==> config.mk <==
export PLATFORM = sky130hd
export DESIGN_NAME = tod_gen
export DESIGN_NICKNAME = d
export VERILOG_FILES = /design/src/rtl/tod_pkg.sv /design/src/rtl/tod_ns_add.sv /design/src/rtl/tod_gen.sv
export SDC_FILE = /design/constraint.sdc
export NUM_CORES = 1
export LEC_CHECK = 0
export ABC_AREA = 1
export BUFFER_PORTS_ARGS = -buffer_cell sky130_fd_sc_hd__buf_2
export CAP_MARGIN = 20
export CORE_MARGIN = 4
export CORE_UTILIZATION = 59
export DETAILED_ROUTE_END_ITERATION = 12
export PLACE_DENSITY_LB_ADDON = 0.08
export REMOVE_ABC_BUFFERS = 1
export SYNTH_ARGS = -nofsm -noshare
export SYNTH_HDL_FRONTEND = slang
export SYNTH_SLANG_ARGS = --single-unit
==> constraint.sdc <==
create_clock -name clk -period 12.65 [get_ports clk]
set_input_delay 3.795 -clock clk [delete_from_list [all_inputs] [get_ports clk]]
set_output_delay 3.795 -clock clk [all_outputs]
set_load 0.02 [all_outputs]
==> src/rtl/tod_pkg.sv <==
// Time-of-day generator shared definitions.
// Holds the ToD word layout (seconds / ns / fractional ns), the ns-per-second
// wrap constant and the adjust handshake state encoding.
package tod_pkg;

  localparam int unsigned NS_PER_SEC = 1_000_000_000;

  localparam int unsigned SEC_W = 48;
  localparam int unsigned NS_W  = 32;
  localparam int unsigned FNS_W = 16;
  localparam int unsigned TOD_W = SEC_W + NS_W + FNS_W;

  // Field offsets inside the 96-bit ToD word.
  localparam int unsigned FNS_LSB = 0;
  localparam int unsigned NS_LSB  = FNS_LSB + FNS_W;
  localparam int unsigned SEC_LSB = NS_LSB + NS_W;

  localparam int unsigned PER_NS_W = 4;
  localparam int unsigned ADJ_W    = 30;

  typedef enum logic {
    ADJ_IDLE  = 1'b0,
    ADJ_APPLY = 1'b1
  } adj_state_e;

endpackage

==> src/rtl/tod_ns_add.sv <==
// Combinational ns/fractional-ns adder for the ToD generator.
// Adds the per-clock period and an optional signed offset to the current
// {ns, fns}, wraps ns into [0, 1e9) and reports the seconds carry/borrow.
// Ports:
//   ns_i, fns_i         current ns and fractional ns
//   inc_ns_i, inc_fns_i period added every clock
//   adj_en_i            apply adj_ns_i this cycle
//   adj_neg_i           1 = subtract the offset, 0 = add it
//   adj_ns_i            offset magnitude in ns (< 1e9)
//   ns_o, fns_o         wrapped result
//   carry_o             -1 / 0 / +1 to be applied to the seconds field
module tod_ns_add
  import tod_pkg::*;
(
  input  logic [NS_W-1:0]     ns_i,
  input  logic [FNS_W-1:0]    fns_i,
  input  logic [PER_NS_W-1:0] inc_ns_i,
  input  logic [FNS_W-1:0]    inc_fns_i,
  input  logic                adj_en_i,
  input  logic                adj_neg_i,
  input  logic [ADJ_W-1:0]    adj_ns_i,
  output logic [NS_W-1:0]     ns_o,
  output logic [FNS_W-1:0]    fns_o,
  output logic signed [1:0]   carry_o
);

  // Enough headroom for ns + period + offset (< 2e9) and for a negative result.
  localparam int unsigned AW = NS_W + 3;
  localparam logic signed [AW-1:0] NS_PER_SEC_S = AW'(NS_PER_SEC);

  logic [FNS_W:0]         fns_sum;
  logic signed [AW-1:0]   ns_sum;
  logic signed [AW-1:0]   adj_mag;
  logic signed [AW-1:0]   adj_term;
  logic signed [AW-1:0]   ns_raw;
  logic signed [AW-1:0]   ns_fix;

  always_comb begin
    fns_sum  = {1'b0, fns_i} + {1'b0, inc_fns_i};
    ns_sum   = $signed(AW'(ns_i)) + $signed(AW'(inc_ns_i)) + $signed(AW'(fns_sum[FNS_W]));
    adj_mag  = $signed(AW'(adj_ns_i));
    adj_term = '0;
    if (adj_en_i) begin
      adj_term = adj_neg_i ? -adj_mag : adj_mag;
    end
    ns_raw = ns_sum + adj_term;

    ns_fix  = ns_raw;
    carry_o = 2'sb00;
    if (ns_raw[AW-1]) begin
      ns_fix  = ns_raw + NS_PER_SEC_S;
      carry_o = 2'sb11;
    end else if (ns_raw >= NS_PER_SEC_S) begin
      ns_fix  = ns_raw - NS_PER_SEC_S;
      carry_o = 2'sb01;
    end

    ns_o  = ns_fix[NS_W-1:0];
    fns_o = fns_sum[FNS_W-1:0];
  end

endmodule

==> src/rtl/tod_gen.sv <==
// Free-running PTP time-of-day generator.
// Every clock the active period {ns, fns} is added to the ToD; software can
// reprogram the period, load an absolute ToD, or step it by a signed offset.
// Ports:
//   clk, rst             clock, synchronous active-high reset
//   period_wr            strobe capturing period_ns / period_fns
//   load_valid, load_tod strobe + absolute ToD {sec[48], ns[32], fns[16]}
//   adj_valid/adj_ready  offset handshake; adj_neg selects subtract
//   adj_ns               offset magnitude in ns
//   tod_out              registered ToD, tod_valid once loaded
//   pps                  one-cycle pulse when the seconds field steps up
module tod_gen
  import tod_pkg::*;
#(
  parameter int unsigned DEFAULT_PERIOD_NS  = 4,
  parameter logic [15:0] DEFAULT_PERIOD_FNS = 16'h0000
) (
  input  logic                clk,
  input  logic                rst,
  input  logic                period_wr,
  input  logic [PER_NS_W-1:0] period_ns,
  input  logic [FNS_W-1:0]    period_fns,
  input  logic                load_valid,
  input  logic [TOD_W-1:0]    load_tod,
  input  logic                adj_valid,
  output logic                adj_ready,
  input  logic                adj_neg,
  input  logic [ADJ_W-1:0]    adj_ns,
  output logic [TOD_W-1:0]    tod_out,
  output logic                tod_valid,
  output logic                pps
);

  localparam logic [PER_NS_W-1:0] DEF_NS = PER_NS_W'(DEFAULT_PERIOD_NS);

  adj_state_e          state_q, state_d;
  logic [TOD_W-1:0]    tod_q, tod_d;
  logic                tod_valid_q, tod_valid_d;
  logic                pps_q, pps_d;
  logic [PER_NS_W-1:0] per_ns_q, per_ns_d;
  logic [FNS_W-1:0]    per_fns_q, per_fns_d;

  logic                adj_acc;
  logic [SEC_W-1:0]    sec_cur, sec_nxt;
  logic [NS_W-1:0]     ns_nxt;
  logic [FNS_W-1:0]    fns_nxt;
  logic signed [1:0]   carry;

  assign adj_acc = adj_valid && adj_ready;
  assign sec_cur = tod_q[SEC_LSB +: SEC_W];

  tod_ns_add u_ns_add (
    .ns_i      (tod_q[NS_LSB +: NS_W]),
    .fns_i     (tod_q[FNS_LSB +: FNS_W]),
    .inc_ns_i  (per_ns_q),
    .inc_fns_i (per_fns_q),
    .adj_en_i  (adj_acc && !load_valid),
    .adj_neg_i (adj_neg),
    .adj_ns_i  (adj_ns),
    .ns_o      (ns_nxt),
    .fns_o     (fns_nxt),
    .carry_o   (carry)
  );

  // Adjust FSM: state register
  always_ff @(posedge clk) begin
    if (rst) begin
      state_q <= ADJ_IDLE;
    end else begin
      state_q <= state_d;
    end
  end

  // Adjust FSM: next state
  always_comb begin
    state_d = state_q;
    case (state_q)
      ADJ_IDLE:  if (adj_acc) state_d = ADJ_APPLY;
      ADJ_APPLY: state_d = ADJ_IDLE;
      default:   state_d = ADJ_IDLE;
    endcase
  end

  // Adjust FSM: outputs (held low throughout reset)
  always_comb begin
    adj_ready = (state_q == ADJ_IDLE) && !rst;
  end

  // ToD next-state: load wins over increment and any same-cycle offset
  always_comb begin
    per_ns_d  = period_wr ? period_ns  : per_ns_q;
    per_fns_d = period_wr ? period_fns : per_fns_q;

    case (carry)
      2'sb01:  sec_nxt = sec_cur + 48'd1;
      2'sb11:  sec_nxt = sec_cur - 48'd1;
      default: sec_nxt = sec_cur;
    endcase

    tod_d       = {sec_nxt, ns_nxt, fns_nxt};
    pps_d       = (carry == 2'sb01);
    tod_valid_d = tod_valid_q;

    if (load_valid) begin
      tod_d       = load_tod;
      pps_d       = 1'b0;
      tod_valid_d = 1'b1;
    end
  end

  // Registered ToD / period state
  always_ff @(posedge clk) begin
    if (rst) begin
      tod_q       <= '0;
      tod_valid_q <= 1'b0;
      pps_q       <= 1'b0;
      per_ns_q    <= DEF_NS;
      per_fns_q   <= DEFAULT_PERIOD_FNS;
    end else begin
      tod_q       <= tod_d;
      tod_valid_q <= tod_valid_d;
      pps_q       <= pps_d;
      per_ns_q    <= per_ns_d;
      per_fns_q   <= per_fns_d;
    end
  end

  assign tod_out   = tod_q;
  assign tod_valid = tod_valid_q;
  assign pps       = pps_q;

endmodule

==> reports/qor.yml <==
logic_synthesis:
  synth_area_um2: 14500
  ys_seq_area_frac: 0.164
  syn_area_per_cell_um2: 5.67
  ys_types: 56
  ys_ff_latch: 119
  yosys_warnings: 0
  synth_cells: 2561
  synth-edff-count: 0
  async_flop_share: 0
  ys.flop_type: "dfxtp_1"
timing:
  slew_headroom: 0.417
  setup_violations: 0
  fmax_ghz: 0.0936
  rsz0062_at_grt: "no"
  worst_slack_ps: 1960
  fin_tns_setup_ps: 0
  worstMarginPinSlew_ps: 875
  slew_violations: 0
  fin_skew_ps: 14.7
  holdWs_ps: 442
  hold_viol_final: 0
  period_share: 0.845
  fin_crit_ps: 10690
grt:
  grt_max_degree: 72
  antenna_found_initial: 0
  grt-ovfl-total: 0
  grt_pass1_wl_mm: 81.8
  grt_pass1_vias: 16600
  track_usage: 0.373
place:
  placed_cells: 3080
  gp_congestion: 1.00
  dpl_worst_slack_ps: 1720
  dp_hpwl_mm: 41.0
  place_area_um2: 16000
  io_buffers: 250
setup_path:
  r2r_slack_ps: 4060
  timing.setup.critical_path_class: "in2reg"
  crit_fanout: 33
  required_ps: 13030
  r2r_cells: 41
  max_stage_delay_ps: 660
  worstPathArrival_ps: 11060
  r2r_end: "tod_out[95]"
  cpMostUsedCell: "nand2_1"
  end_kind: "flip-flop"
  start_kind: "input pin"
  reg2reg_from: "per_ns_q[0]"
  slowest_stage: "nor4_1"
power:
  ir_drop_uv: 88.7
  p_leak_nw: 8.98
  p_total_mw: 1.64
  powerDensity_nw_per_um2: 99.1
final_layout:
  final_core_utilization: 0.682
  synthToLayoutAreaGrowth_pct: 13.8
  finalInstanceArea_um2: 16500
  layout-drive-gt1-share: 0.145
  fillCellCount: 2345
  nets: 3034
  seq_area_um2: 2380
  final_cells: 3112
  multi_input_area_um2: 10500
  antenna_cells: 0
clock_tree:
  cts_hold_buf: 0
  cts_resized: 0
  clock_path_buffers: 2
  postCtsSetupRepairBufs: 0
  cts.sinks: 119
  ctsHtreeMaxLevel: 4
  cts_made_buffers: 17
  root_buffer: "clkbuf_16"
  clk_pin_slew_ps: 80
  clk_latency_ps: 440
  cts_tree: "done"
detailed_routing:
  route.detailed.drc: 0
  ant_nets: 0
  vias: 17800
  wire_per_inst_um: 17.0
  first_iter_violations: 1619
  wl_mm: 52.8
  viasPerCell: 5.72
  dr.pass1.iters: 6
min_path:
  hp-start: "state_q"
  min_to: "state_q"
  holdPathStages: 1
  worstHoldPathType: "reg2reg"
flow_run:
  drv_cap: 0
die:
  core_um2: 24200
  dieArea_um2: 27200
  rows: 57
  die_x_um: 165
  start_util: 0.599
  die_y_um: 165
  io_pins: 251
run_status:
  status: "finished clean"
## cell type report
cell class,instances,share of cell area
clock inverter,15,0.00916
inverter,365,0.0831
tap,324,0.0245
timing repair buffer,256,0.0784
multi-input combinational,2016,0.635
sequential,119,0.144
clock buffer,17,0.0257
## worst max path at each step
| stage | end | from | cells past startpoint |
|---|---|---|---|
| 2_1_floorplan | tod_out[78] | load_valid | 34 |
| 3_3_place_gp | tod_out[95] | adj_ns[0] | 45 |
| 3_5_place_dp | tod_out[95] | adj_ns[0] | 45 |
| 4_1_cts | tod_out[95] | adj_ns[0] | 45 |
| 5_1_grt | tod_out[95] | adj_ns[1] | 45 |
| 6_report | tod_out[95] | adj_ns[0] | 45 |
## cell families (layout without fill, tap and decap cells)
group | after synthesis | count (layout) | share of synthesized area
and+or+nand+nor | 1348 | 1348 | 0.396
xor gates and xnor gates | 90 | 90 | 0.0548
buffers and inverters | 426 | 653 | 0.114
AOI/OAI and AO/OA | 471 | 471 | 0.176
DFF | 119 | 119 | 0.164
adders and majority gates | 107 | 107 | 0.0947
## registers in the layout, summed over array words and instances (netlist names)
| name | cells |
|---|---|
| per_fns_q | 16 |
| per_ns_q | 4 |
| pps | 1 |
| state_q | 1 |
| tod_out | 96 |
| tod_valid | 1 |
## critical path: cells and delay by family
kind | cells | cell delay, ps
adders and majority gates | 3 | 970
buffers and inverters | 9 | 1110
AOI/OAI and AO/OA | 3 | 380
and+or+nand+nor | 30 | 4770
## cell usage after synthesis, types with 8 or more instances
library cell,instances,area share
o21ai_0,177,0.061
xor2_1,67,0.040
nor3_1,44,0.015
dfxtp_1,119,0.16
a31oi_1,13,0.0056
inv_2,18,0.0046
nor2_1,378,0.098
inv_1,344,0.089
clkbuf_1,34,0.0088
nor2_2,14,0.0060
ha_1,102,0.088
nand2_1,622,0.16
nand4_1,32,0.014
xnor2_1,22,0.013
buf_1,12,0.0031
o21a_1,10,0.0052
nand2_2,33,0.014
o21ai_1,14,0.0048
nand3_1,172,0.059
a21oi_1,202,0.070
a21oi_2,12,0.0072
o211ai_1,8,0.0041
o21bai_1,8,0.0041
nor4_1,8,0.0034
or2_2,18,0.0078
## per-layer routing
metal	vias up	GRT usage	wire, um
li1	8734	-	-
met1	8029	0.433	20700
met2	841	0.654	25000
met3	202	0.0564	3700
met4	0	0.212	3320
met5	-	0	0
## power by group
group | internal [mW] | switching, mW | leakage [nW]
registers | 0.415 | 0.0419 | 0.989
clock network | 0.262 | 0.236 | 0.271
logic | 0.217 | 0.464 | 7.72
total | 0.895 | 0.743 | 8.98
## placed cells by master, fill, tap and decap left out, drive strengths merged, types with 2 or more instances in the layout
cell type / Yosys / routed
a221oi: 3 / 3
a31oi: 13 / 13
a21o: 7 / 7
xor2: 68 / 68
dfxtp: 119 / 119
and3: 3 / 3
nor2: 393 / 393
nand3: 176 / 176
a21oi: 214 / 214
inv: 363 / 371
buf: 27 / 256
nand4: 33 / 33
fa: 5 / 5
o31ai: 6 / 6
clkinvlp: 0 / 4
a21boi: 3 / 3
o211ai: 8 / 8
nor4: 8 / 8
clkbuf: 34 / 17
nor3b: 2 / 2
ha: 102 / 102
nor3: 48 / 48
xnor2: 22 / 22
clkinv: 2 / 5
and2: 2 / 2
nand2: 659 / 659
o21bai: 8 / 8
nand3b: 5 / 5
o21ai: 191 / 191
o21a: 10 / 10
or2: 18 / 18
Power figures use the tool's default switching activity.
